File: config.mk
export PLATFORM = sky130hd
export DESIGN_NAME = mem_to_ring
export DESIGN_NICKNAME = d
export VERILOG_FILES = /design/src/rtl/mem_to_ring_pkg.sv /design/src/rtl/mem_to_ring_ack_matcher.sv /design/src/rtl/mem_to_ring.sv
export SDC_FILE = /design/constraint.sdc
export NUM_CORES = 1
export LEC_CHECK = 0
export CORE_AREA = 2 2 131 133
export DETAILED_ROUTE_END_ITERATION = 10
export DIE_AREA = 0 0 133 135
export PLACE_DENSITY = 0.69
export SYNTH_ARGS = -nofsm -noshare
export SYNTH_HDL_FRONTEND = slang
export SYNTH_HIERARCHICAL = 1
export SYNTH_SLANG_ARGS = --single-unit
export TNS_END_PERCENT = 5
File: constraint.sdc
create_clock -name clk -period 10.9 [get_ports clk]
set_input_delay 2.725 -clock clk [delete_from_list [all_inputs] [get_ports clk]]
set_output_delay 2.725 -clock clk [all_outputs]
set_load 0.05 [all_outputs]
File: src/rtl/mem_to_ring_pkg.sv
// Shared ring definitions for the mem_to_ring requester adapter: packet layout,
// packet kinds, stop ID type and the data word returned on an aborted read.
package mem_to_ring_pkg;

  typedef logic [4:0] core_id_t;

  localparam logic [1:0] RING_PACKET_KIND_READ  = 2'd0;
  localparam logic [1:0] RING_PACKET_KIND_WRITE = 2'd1;
  localparam logic [1:0] RING_PACKET_KIND_ACK   = 2'd2;

  localparam logic [31:0] REQ_ABORT_DATA = 32'hDEAD_BEEF;

  typedef struct packed {
    logic        valid;
    logic [1:0]  kind;
    core_id_t    sender_id;
    logic [31:0] dest_vector;
    logic [31:0] mem_address;
    logic [31:0] mem_data;
    logic [3:0]  mem_data_en;
  } ring_packet;

  // One-hot destination mask for a single ring stop.
  function automatic logic [31:0] stop_mask(input core_id_t id);
    return 32'd1 << id;
  endfunction

endpackage

File: src/rtl/mem_to_ring_ack_matcher.sv
// Combinational check that an inbound ring packet is the ACK answering the
// outstanding read of this stop.
module mem_to_ring_ack_matcher
  import mem_to_ring_pkg::*;
(
  input  logic        pkt_valid,
  input  logic [1:0]  pkt_kind,
  input  logic [31:0] pkt_dest_vector,
  input  logic [31:0] pkt_mem_address,
  input  core_id_t    core_id,
  input  logic [31:0] req_addr,
  output logic        match
);

  assign match = pkt_valid
              && (pkt_kind == RING_PACKET_KIND_ACK)
              && pkt_dest_vector[core_id]
              && (pkt_mem_address == req_addr);

endmodule

File: src/rtl/mem_to_ring.sv
// Requester-side ring adapter: one core mem request becomes a READ/WRITE ring
// packet to the memory stop; reads wait for the matching ACK and return its data.
// Optional feature macro: RING_REQ_TIMEOUT_EN (WAIT_ACK timeout, re-injection
// and abort with timeout_err). Without it, WAIT_ACK waits indefinitely.
module mem_to_ring
  import mem_to_ring_pkg::*;
#(
  parameter int MEM_STOP_ID    = 2,
  parameter int TIMEOUT_CYCLES = 256,
  parameter int MAX_RETRIES    = 3
) (
  input  logic        clk,
  input  logic        reset,
  input  logic [31:0] upper_mem_addr,
  input  logic        upper_mem_read_en,
  input  logic        upper_mem_write_en,
  input  logic [31:0] upper_mem_data_i,
  input  logic [3:0]  upper_mem_data_en,
  output logic [31:0] upper_mem_data_o,
  output logic        upper_mem_hit,
  output logic        upper_mem_done,
  output logic        injector_issue,
  output ring_packet  injector_packet,
  input  logic        injector_issuing,
  input  logic        receiver_issue,
  input  ring_packet  receiver_packet,
  output logic        receiver_ready,
  output logic        receiver_issuing,
  input  core_id_t    core_id,
  output logic [7:0]  stale_acks,
  output logic        timeout_err
);

  localparam logic [1:0] ST_IDLE      = 2'd0;
  localparam logic [1:0] ST_INJECTING = 2'd1;
  localparam logic [1:0] ST_WAIT_ACK  = 2'd2;
  localparam logic [1:0] ST_RESPOND   = 2'd3;

  logic [1:0]  state;
  logic        pkt_valid;
  logic [1:0]  req_kind;
  logic [31:0] req_addr;
  logic [31:0] req_data;
  logic [3:0]  req_en;
  logic        accept;
  logic        ack_match;
  logic        unused_rx;

  assign accept           = (state == ST_IDLE) && (upper_mem_read_en || upper_mem_write_en);
  assign receiver_ready   = ~receiver_issue;
  assign receiver_issuing = 1'b0;
  assign unused_rx        = ^{receiver_packet.sender_id, receiver_packet.mem_data_en};

  mem_to_ring_ack_matcher u_ack_matcher (
    .pkt_valid       (receiver_packet.valid),
    .pkt_kind        (receiver_packet.kind),
    .pkt_dest_vector (receiver_packet.dest_vector),
    .pkt_mem_address (receiver_packet.mem_address),
    .core_id         (core_id),
    .req_addr        (req_addr),
    .match           (ack_match)
  );

  // Outbound packet assembled from the request buffer; identical on every re-injection.
  always_comb begin
    injector_packet             = '0;
    injector_packet.valid       = pkt_valid;
    injector_packet.kind        = req_kind;
    injector_packet.sender_id   = core_id;
    injector_packet.dest_vector = stop_mask(core_id_t'(MEM_STOP_ID));
    injector_packet.mem_address = req_addr;
    injector_packet.mem_data    = req_data;
    injector_packet.mem_data_en = req_en;
  end

  // Request buffer: captured on accept only, no reset needed.
  always_ff @(posedge clk) begin
    if (accept) begin
      req_kind <= upper_mem_read_en ? RING_PACKET_KIND_READ : RING_PACKET_KIND_WRITE;
      req_addr <= upper_mem_addr;
      req_data <= upper_mem_data_i;
      req_en   <= upper_mem_data_en;
    end
  end

`ifdef RING_REQ_TIMEOUT_EN
  logic [15:0] timer;
  logic [7:0]  retries;
`else
  logic unused_cfg;
  assign unused_cfg  = (TIMEOUT_CYCLES > 0) ^ (MAX_RETRIES > 0);
  assign timeout_err = 1'b0;
`endif

  // Request FSM, core handshake, injection control and stale-packet accounting.
  always_ff @(posedge clk) begin
    if (reset) begin
      state            <= ST_IDLE;
      upper_mem_hit    <= 1'b0;
      upper_mem_done   <= 1'b0;
      upper_mem_data_o <= '0;
      injector_issue   <= 1'b0;
      pkt_valid        <= 1'b0;
      stale_acks       <= '0;
`ifdef RING_REQ_TIMEOUT_EN
      timeout_err      <= 1'b0;
      timer            <= '0;
      retries          <= '0;
`endif
    end else begin
      upper_mem_hit  <= 1'b0;
      upper_mem_done <= 1'b0;
`ifdef RING_REQ_TIMEOUT_EN
      timeout_err    <= 1'b0;
`endif
      // Everything inbound except the awaited ACK is dropped and counted.
      if (receiver_issue && !((state == ST_WAIT_ACK) && ack_match) && (stale_acks != 8'hFF))
        stale_acks <= stale_acks + 8'd1;

      case (state)
        ST_IDLE: begin
          if (accept) begin
            upper_mem_hit  <= 1'b1;
            injector_issue <= 1'b1;
            pkt_valid      <= 1'b1;
            state          <= ST_INJECTING;
`ifdef RING_REQ_TIMEOUT_EN
            retries        <= '0;
`endif
          end
        end
        ST_INJECTING: begin
          if (injector_issuing) begin
            injector_issue <= 1'b0;
            pkt_valid      <= 1'b0;
            if (req_kind == RING_PACKET_KIND_WRITE) begin
              upper_mem_done <= 1'b1;
              state          <= ST_IDLE;
            end else begin
              state          <= ST_WAIT_ACK;
`ifdef RING_REQ_TIMEOUT_EN
              timer          <= '0;
`endif
            end
          end
        end
        ST_WAIT_ACK: begin
          if (receiver_issue && ack_match) begin
            upper_mem_data_o <= receiver_packet.mem_data;
            upper_mem_done   <= 1'b1;
            state            <= ST_RESPOND;
          end
`ifdef RING_REQ_TIMEOUT_EN
          else if (timer == 16'(TIMEOUT_CYCLES - 1)) begin
            if (retries == 8'(MAX_RETRIES)) begin
              upper_mem_data_o <= REQ_ABORT_DATA;
              upper_mem_done   <= 1'b1;
              timeout_err      <= 1'b1;
              state            <= ST_IDLE;
            end else begin
              retries          <= retries + 8'd1;
              injector_issue   <= 1'b1;
              pkt_valid        <= 1'b1;
              state            <= ST_INJECTING;
            end
          end else begin
            timer <= timer + 16'd1;
          end
`endif
        end
        ST_RESPOND: state <= ST_IDLE;
        default:    state <= ST_IDLE;
      endcase
    end
  end

endmodule

# After elaboration in Yosys (flattened, before gate mapping)

Cells that the tools add are included.

Output and inout port bits: 154
Register bits: 115
Logic and storage cells: 56

Bitwise operators: 2
Magnitude comparators: 1
Reductions and logical operators: 16
Multiplexer cells: 16
Equal/unequal tests: 10
$add $sub $neg: 1

Operator list:

| cell                                                        | number |
|---|---|
| == test 32 bit                                              | 1 |
| adder 8 x 1 -> 8 bit (second input constant)                | 1 |
| logical AND 1 bit                                           | 8 |
| two-way mux 1 bit                                           | 8 |
| two-way mux 2 bit                                           | 4 |
| != test 8 bit (second input constant)                       | 1 |
| one-hot mux 2 bit (4 select lines)                          | 1 |
| == test 2 bit (second input constant)                       | 3 |
| less-than comparator 5 x 6 -> 1 bit (second input constant) | 1 |
| AND reduction 3 bit                                         | 2 |
| binary-select mux 1 bit (select 5 bit)                      | 1 |
| == test 2 x 1 -> 1 bit (second input constant)              | 2 |
| != test 2 bit (second input constant)                       | 2 |
| one-hot mux 1 bit (2 select lines)                          | 2 |
| zero test 2 bit                                             | 1 |
| != test 2 x 1 -> 1 bit (second input constant)              | 1 |
| NOT 1 bit                                                   | 2 |
| AND reduction 2 bit                                         | 1 |
| nonzero test 2 bit                                          | 1 |
| OR reduction 2 bit                                          | 1 |
| zero test 1 bit                                             | 1 |
| logical OR 1 bit                                            | 1 |

# Depth between registers and ports, before layout

Gate-level depths: netlist of the first run.

Word-level depth: 8
Gate-level depth with buffers: 10
Depth with buffers taken out: 9

# Modules after synthesis

The synthesis of the first run kept the hierarchy.

Modules (own cells, without submodules):

| module                  | sequential area each (um^2) | cells each | instances | area each (um^2) |
|---|---|---|---|---|
| mem_to_ring             | 2,972.9                     | 330        | 1         | 4,199.0 |
| mem_to_ring_ack_matcher | 0.0                         | 65         | 1         | 654.4 |

# Worst setup path after synthesis of the first run

OpenSTA, ideal clock, no wires.

Kind: input to register
Start: in upper_mem_read_en
End: reg req_addr[0], enable pin
Setup slack: 4.508 ns
Buffers on the path: 0
Stages on the path: 2
Arrival time: 5.887 ns
Library setup time: 0.506 ns
Cell sequence: nor2_1 nor2b_1

Longest elaborated chain between the ends: 2

RTL lines:

| element                | RTL line          | RTL |
|---|---|---|
| start: declaration     | mem_to_ring.sv:15 | `input logic upper_mem_read_en,` |
| logical OR 1 bit       | mem_to_ring.sv:49 | `assign accept = (state == ST_IDLE) && (upper_mem_read_en \|\| upper_mem_write_en);` |
| logical AND 1 bit      | mem_to_ring.sv:49 |  |
| via accept             | mem_to_ring.sv:45 | `logic accept;` |
| end signal: assignment | mem_to_ring.sv:80 | `req_addr <= upper_mem_addr;` |
| end: declaration       | mem_to_ring.sv:42 | `logic [31:0] req_addr;` |

The timed path passes the listed nets, and every way through them passes these cells.
A chain may end at the register's enable or synchronous reset.

# Final worst setup path of the first run

Start: in core_id[0]
End: out injector_packet[100] in the netlist's numbering

RTL lines:

| element            | RTL line          | RTL |
|---|---|---|
| start: declaration | mem_to_ring.sv:29 | `input core_id_t core_id,` |
| end: declaration   | mem_to_ring.sv:23 | `output ring_packet injector_packet,` |

No word-level cell between the ends.

==> results of run 1 <==
cell families (layout without fill, tap and decap cells):
group / after synthesis / after routing
AO/OA/AOI/OAI: 53 / 53
XOR/XNOR: 34 / 34
adder cells (fa/ha/maj): 7 / 7
buffers and inverters: 60 / 337
flip-flops: 114 / 114
multiplexers: 11 / 11
other: 2 / 35
AND/OR/NAND/NOR: 114 / 114
per-layer routing:
layer	up-vias	routed length, µm	part of all wire, %
met4	2	263	1.7
li1	1934	-	-
met3	23	1230	7.8
met2	197	8330	53
met5	-	12	0.076
met1	1891	5920	38
flip-flops by register name (all words and copies together), names as in the netlist, named ones only:
register	cells
req_addr	32
pkt_valid	1
req_en	4
state	1
upper_mem_done	1
req_kind	1
stale_acks	8
req_data	32
upper_mem_data_o	32
upper_mem_hit	1
worst min path at each step:
stage | endpoint | cells after the start | slack, ns | from
final | upper_mem_data_o[22] | 2 | 0.45 | upper_mem_data_o[22]
after detailed placement | upper_mem_data_o[23] | 2 | 0.45 | upper_mem_data_o[23]
after CTS | upper_mem_data_o[27] | 2 | 0.46 | upper_mem_data_o[27]
after global routing | upper_mem_data_o[1] | 2 | 0.48 | upper_mem_data_o[1]
after floorplan | flip-flop | 2 | 0.50 | state[0]
after global placement | upper_mem_data_o[18] | 2 | 0.44 | upper_mem_data_o[18]
layout by cell type (no fill, tap or decap), types with 2 or more instances in the layout:
cell,netlist,routed
a2111oi_1,2,2
a211oi_1,5,5
a21oi_1,35,35
a31oi_1,2,2
and2_1,2,2
and3_1,2,2
and3_2,2,2
buf_4,44,3
clkbuf_16,0,17
clkdlybuf4s50_1,0,296
clkinv_2,0,3
clkinv_4,0,2
clkinvlp_4,0,5
conb_1,2,35
dfxtp_1,45,45
edfxtp_1,69,69
ha_1,7,7
inv_1,6,6
inv_6,0,4
mux2_2,2,2
mux4_1,7,7
nand2_1,68,68
nand3_1,5,5
nand4_1,9,9
nor2_1,11,11
nor2b_1,5,4
nor3_1,2,2
nor3b_1,3,3
nor4_1,3,3
xnor2_1,31,31
xor2_1,3,3
power breakdown:
part / internal [µW] / total (µW) / leakage (µW) / switching, µW
clock: 290 / 495 / 0.000250 / 205
combinational: 149 / 393 / 0.00169 / 244
sequential: 513 / 536 / 0.00104 / 23.0
per-stage QoR:
step | setup slack (ns) | util, %
after floorplan | 4.51 | -
after global placement | 3.78 | 48.0
after detailed placement | 3.74 | 48.0
after CTS | 3.74 | 51.2
after global routing | 3.69 | 51.2
final | 3.73 | 51.2
cell type report:
cell class                 count  area, µm²  share of cell area [%]
timing repair buffer         299       2990                    35.5
sequential                   114       2970                    35.4
multi-input combinational    254       1610                    19.2
clock buffer                  17        425                    5.06
tap                          220        275                    3.28
clock inverter                15        109                    1.30
inverter                       6       22.5                   0.268
==> metrics, run 1 <==
status finished clean; WS Path Type input pin to primary output; maximum VDD drop 0.0977 mV; grt total ovfl 0; Clk Latency, worst-skew pair 0.41 ns; # hold bufs at CTS 0; Avg WL per Cell 17.0 µm; CTS Root Cell clkbuf_16; Reg clk slew, reported paths 0.05 ns; WHS 0.454 ns; core area 16400 µm²; Die X 133 µm; Placer Congestion 0.879; Reg2Reg Setup Slack 7.36 ns; # setup viols final 0; Layout area overhead 73.1%; port bufs 296; Setup crit end injector_packet[100]; Synth area leader edfxtp_1; design area 8400 µm²; first-pass GRT wire length 23400 µm; Setup crit start core_id[0]; Final Net Count 886; Worst Setup Start Kind input pin; largest net degree at the start of global routing 70; CP cell instances clkdlybuf4s50_1, clkdlybuf4s50_1; Tmin final 7.17 ns; CP peak stage delay 0.92 ns; post-synth cell types 42; All-Layer GR Usage 17.3%; Final Max Slew Viols 0; worst-path fanout max 9; Diodes inserted 0; WL final 15800 µm; post-CTS setup buffers 0; Post-Syn Instances 395; WP buf/inv 2; Hold Path Class flip-flop to flip-flop; Reg2Reg Depth 9; Cells after DPL 893; PwrDens 169 nW/µm²; clk_skew 0.00650 ns; Critical Path RT 8.18 ns; Slew @ Worst Pin 1.23 ns; M3 GR Usage 5.97%; post-synthesis sequential area ratio 61.3%; Async SR Flop Fraction 0%; final period utilization 65.8%; area share of the largest cell type after synthesis 42.7%; top achievable clock speed 0.139 GHz; Post-DP HPWL 12400 µm; H-tree levels 4; Final ANT Viol Nets 0; Top Family by Delay on Critical Path buffers and inverters; R2R Path Start req_addr[30]; share of cells above drive strength 1 5.96%; met2 GRT Util 30.3%; top cells by area, synth edfxtp_1 (43%), dfxtp_1 (19%), buf_4 (6.8%); post-route setup TNS 0 ns; Post-synth EDFFs 69; commonest cells in the netlist edfxtp_1 (69), nand2_1 (68), dfxtp_1 (45), buf_4 (44), a21oi_1 (35); total vias in the final route 4047; RSZ-0062 raised after global routing no; total die area 18000 µm²; critical path depth 2; Final Hold Fails 0; Post-Syn Area 4850 µm²; cell repeated most along the worst path clkdlybuf4s50_1; mux contribution to synthesized area 4.92%; YS warnings 6; maxcap violations 0; crit path DAT 4.45 ns; Mapped Avg Cell Area 12.3 µm²; initial antenna violation count 1; Simple-Gate Fraction of Synth Area 10.6%; CP endpoint kind primary output; CTS Buf Count 17; row count 47; post-synthesis adder-cell area fraction 1.80%; GR Util met1 19.4%; Residual DRC 0; vias in the first global route 4042; max_slew headroom 18.1%; IO Pins 341; First-pass DRT Iterations 4; r2r endpoint upper_mem_data_o[3]; Leak 0.00298 µW; via/cell ratio 4.38; flops & latches, synth 114; DIE HEIGHT 135 µm; Synth Area in Compound Gates 6.86%; gr busiest metal met2; Clock Path Buffers 2; most numerous cell in the Yosys netlist edfxtp_1; Total Power 1420 µW; CP max-delay cell clkdlybuf4s50_1; drt first-iter violations 199; commonest register cell after synthesis edfxtp_1; non-filler cells in the finished layout 925; CTS sink cnt 114; post_cts resized 0; Fillers 1448; CTS tree built; Synth Area in XOR/XNOR 6.14%; main combinational cell family by area after synthesis simple AND/OR/NAND/NOR gates; Initial Util 29.6%; placed cell area 7870 µm²
(Power assumes the default switching activity.)
==> run 2, diff against run 1 <==
- CORE_AREA: 2 2 131 133 -> 2 2 132 134
- DIE_AREA: 0 0 133 135 -> 0 0 134 136
- clock period: 10.9 -> 7.1 ns (I/O delays scaled with it)
==> run 2 against run 1 <==
  * Non-clock buffer count is the same
  * Cell count grew 0.65%
  * Global-route usage shrank 1.2 points
  * Critical path type unchanged
  * Largest cell class unchanged
==> metrics, run 2 (synthesis gave the netlist of run 1 again) <==
RSZ-0062 raised after global routing no; r2r endpoint upper_mem_data_o[18]; sw power 724 µW; Critical Path RT 5.33 ns; All-Layer GR Usage 16.1%; row count 48; total die area 18200 µm²; core area 16900 µm²; Top Family by Delay on Critical Path buffers and inverters; largest net degree at the start of global routing 70; commonest non-fill, non-tap cell in the layout clkdlybuf4s50_1; Clock Path Buffers 2; switching fraction of total power 33.1%; CTS Root Cell clkbuf_16; H-tree levels 4; port bufs 296; Final ANT Viol Nets 0; drt first-iter violations 106; CP endpoint kind primary output; WP buf/inv 2; Clk Latency, worst-skew pair 0.41 ns; cell internal pwr 1460 µW; status finished clean; maximum VDD drop 0.137 mV; most frequent cells in the layout clkdlybuf4s50_1 (296), edfxtp_1 (69), nand2_1 (68); critical path depth 2; Initial Util 28.8%; maxcap violations 0; IO Pins 341; Reg2Reg Depth 9; total vias in the final route 4031; post_cts resized 0; PwrDens 260 nW/µm²; # setup viols final 0; Hold Path Class flip-flop to flip-flop; R2R Path Start req_addr[3]; post-CTS setup buffers 0; WS Path Type input pin to primary output; clk_skew 0.00972 ns; Residual DRC 0; CP cell instances clkdlybuf4s50_1, clkdlybuf4s50_1; Cells after DPL 898; final period utilization 73.9%; Final Net Count 886; share of cells above drive strength 1 5.96%; Reg2Reg Setup Slack 3.62 ns; CTS sink cnt 114; Post-DP HPWL 11800 µm; # hold bufs at CTS 0; CTS Buf Count 17; max_slew headroom 21.8%; vias in the first global route 4041; Avg WL per Cell 16.2 µm; crit path DAT 3.47 ns; Tmin final 5.25 ns; Setup crit start core_id[0]; cell repeated most along the worst path clkdlybuf4s50_1; Seq pwr share 37.6%; combinational power share 27.2%; CP peak stage delay 0.91 ns; initial antenna violation count 1; Slew @ Worst Pin 1.17 ns; post-route setup TNS 0 ns; CTS tree built; Layout area overhead 73.4%; largest registers req_addr (32), req_data (32), upper_mem_data_o (32); Die X 134 µm; WL final 15100 µm; CP max-delay cell clkdlybuf4s50_1; Final Max Slew Viols 0; Setup crit end injector_packet[100]; Reg clk slew, reported paths 0.05 ns; first-pass GRT wire length 22100 µm; via/cell ratio 4.33; worst-path fanout max 9; Worst Setup Start Kind input pin; Clk pwr share 35.2%; Leak 0.00298 µW; Final Hold Fails 0; Placer Congestion 0.816; non-filler cells in the finished layout 931; grt total ovfl 0; top achievable clock speed 0.191 GHz; DIE HEIGHT 136 µm; First-pass DRT Iterations 4
==> run 2: cell types whose count changed in the layout (fill, tap and decap cells not counted) <==
cell	change
diode_2	+1
clkinvlp_4	-2
inv_6	-1
clkinv_4	+3
==> run 2: worst min path at each step <==
| stage | from | slack (ns) | endpoint | cells after the start |
|---|---|---|---|---|
| 2_1_floorplan | state[0] | 0.50 | flip-flop | 2 |
| 3_3_place_gp | upper_mem_data_o[22] | 0.44 | upper_mem_data_o[22] | 2 |
| 3_5_place_dp | upper_mem_data_o[15] | 0.45 | upper_mem_data_o[15] | 2 |
| 4_1_cts | upper_mem_data_o[31] | 0.46 | upper_mem_data_o[31] | 2 |
| 5_1_grt | upper_mem_data_o[11] | 0.47 | upper_mem_data_o[11] | 2 |
| 6_report | upper_mem_data_o[31] | 0.45 | upper_mem_data_o[31] | 2 |
==> run 2: layout make-up <==
type	instances	area, µm²
clock inverters	15	111
well taps	225	282
flip-flops and latches	114	2970
fillers	1480	8460
inverters	6	22.5
clock buffers	17	425
repair buffers	299	2990
diodes	1	2.50
multi-input cells	254	1610
==> run 2: power by group through the flow <==
stage | Clock [µW] | Sequential [µW] | Combinational (µW)
final | 769 | 822 | 596
after global routing | 822 | 829 | 622
after CTS | 791 | 824 | 600
after detailed placement | 0 | 837 | 598
after global placement | 0 | 834 | 592
after floorplan | 0 | 1050 | 162
==> run 2: stage by stage <==
stage	instance area [µm²]	total power [µW]	setup slack (ns)	util (%)	hold WS (ns)
2_1_floorplan	4980	1210	1.66	-	0.499
3_3_place_gp	7880	1430	1.81	46.7	0.442
3_5_place_dp	7880	1440	1.76	46.7	0.450
4_1_cts	8410	2210	1.84	49.8	0.458
5_1_grt	8410	2270	1.79	49.9	0.474
6_report	8410	2190	1.85	49.9	0.454
==> run 2: per-layer routing <==
| layer | GRT usage (%) | up-vias | part of all wire (%) |
|---|---|---|---|
| met3 | 5.33 | 28 | 7.8 |
| met2 | 27.9 | 195 | 51 |
| met5 | 0 | - | 0 |
| li1 | - | 1927 | - |
| met1 | 17.9 | 1881 | 38 |
| met4 | 7.51 | 0 | 2.6 |
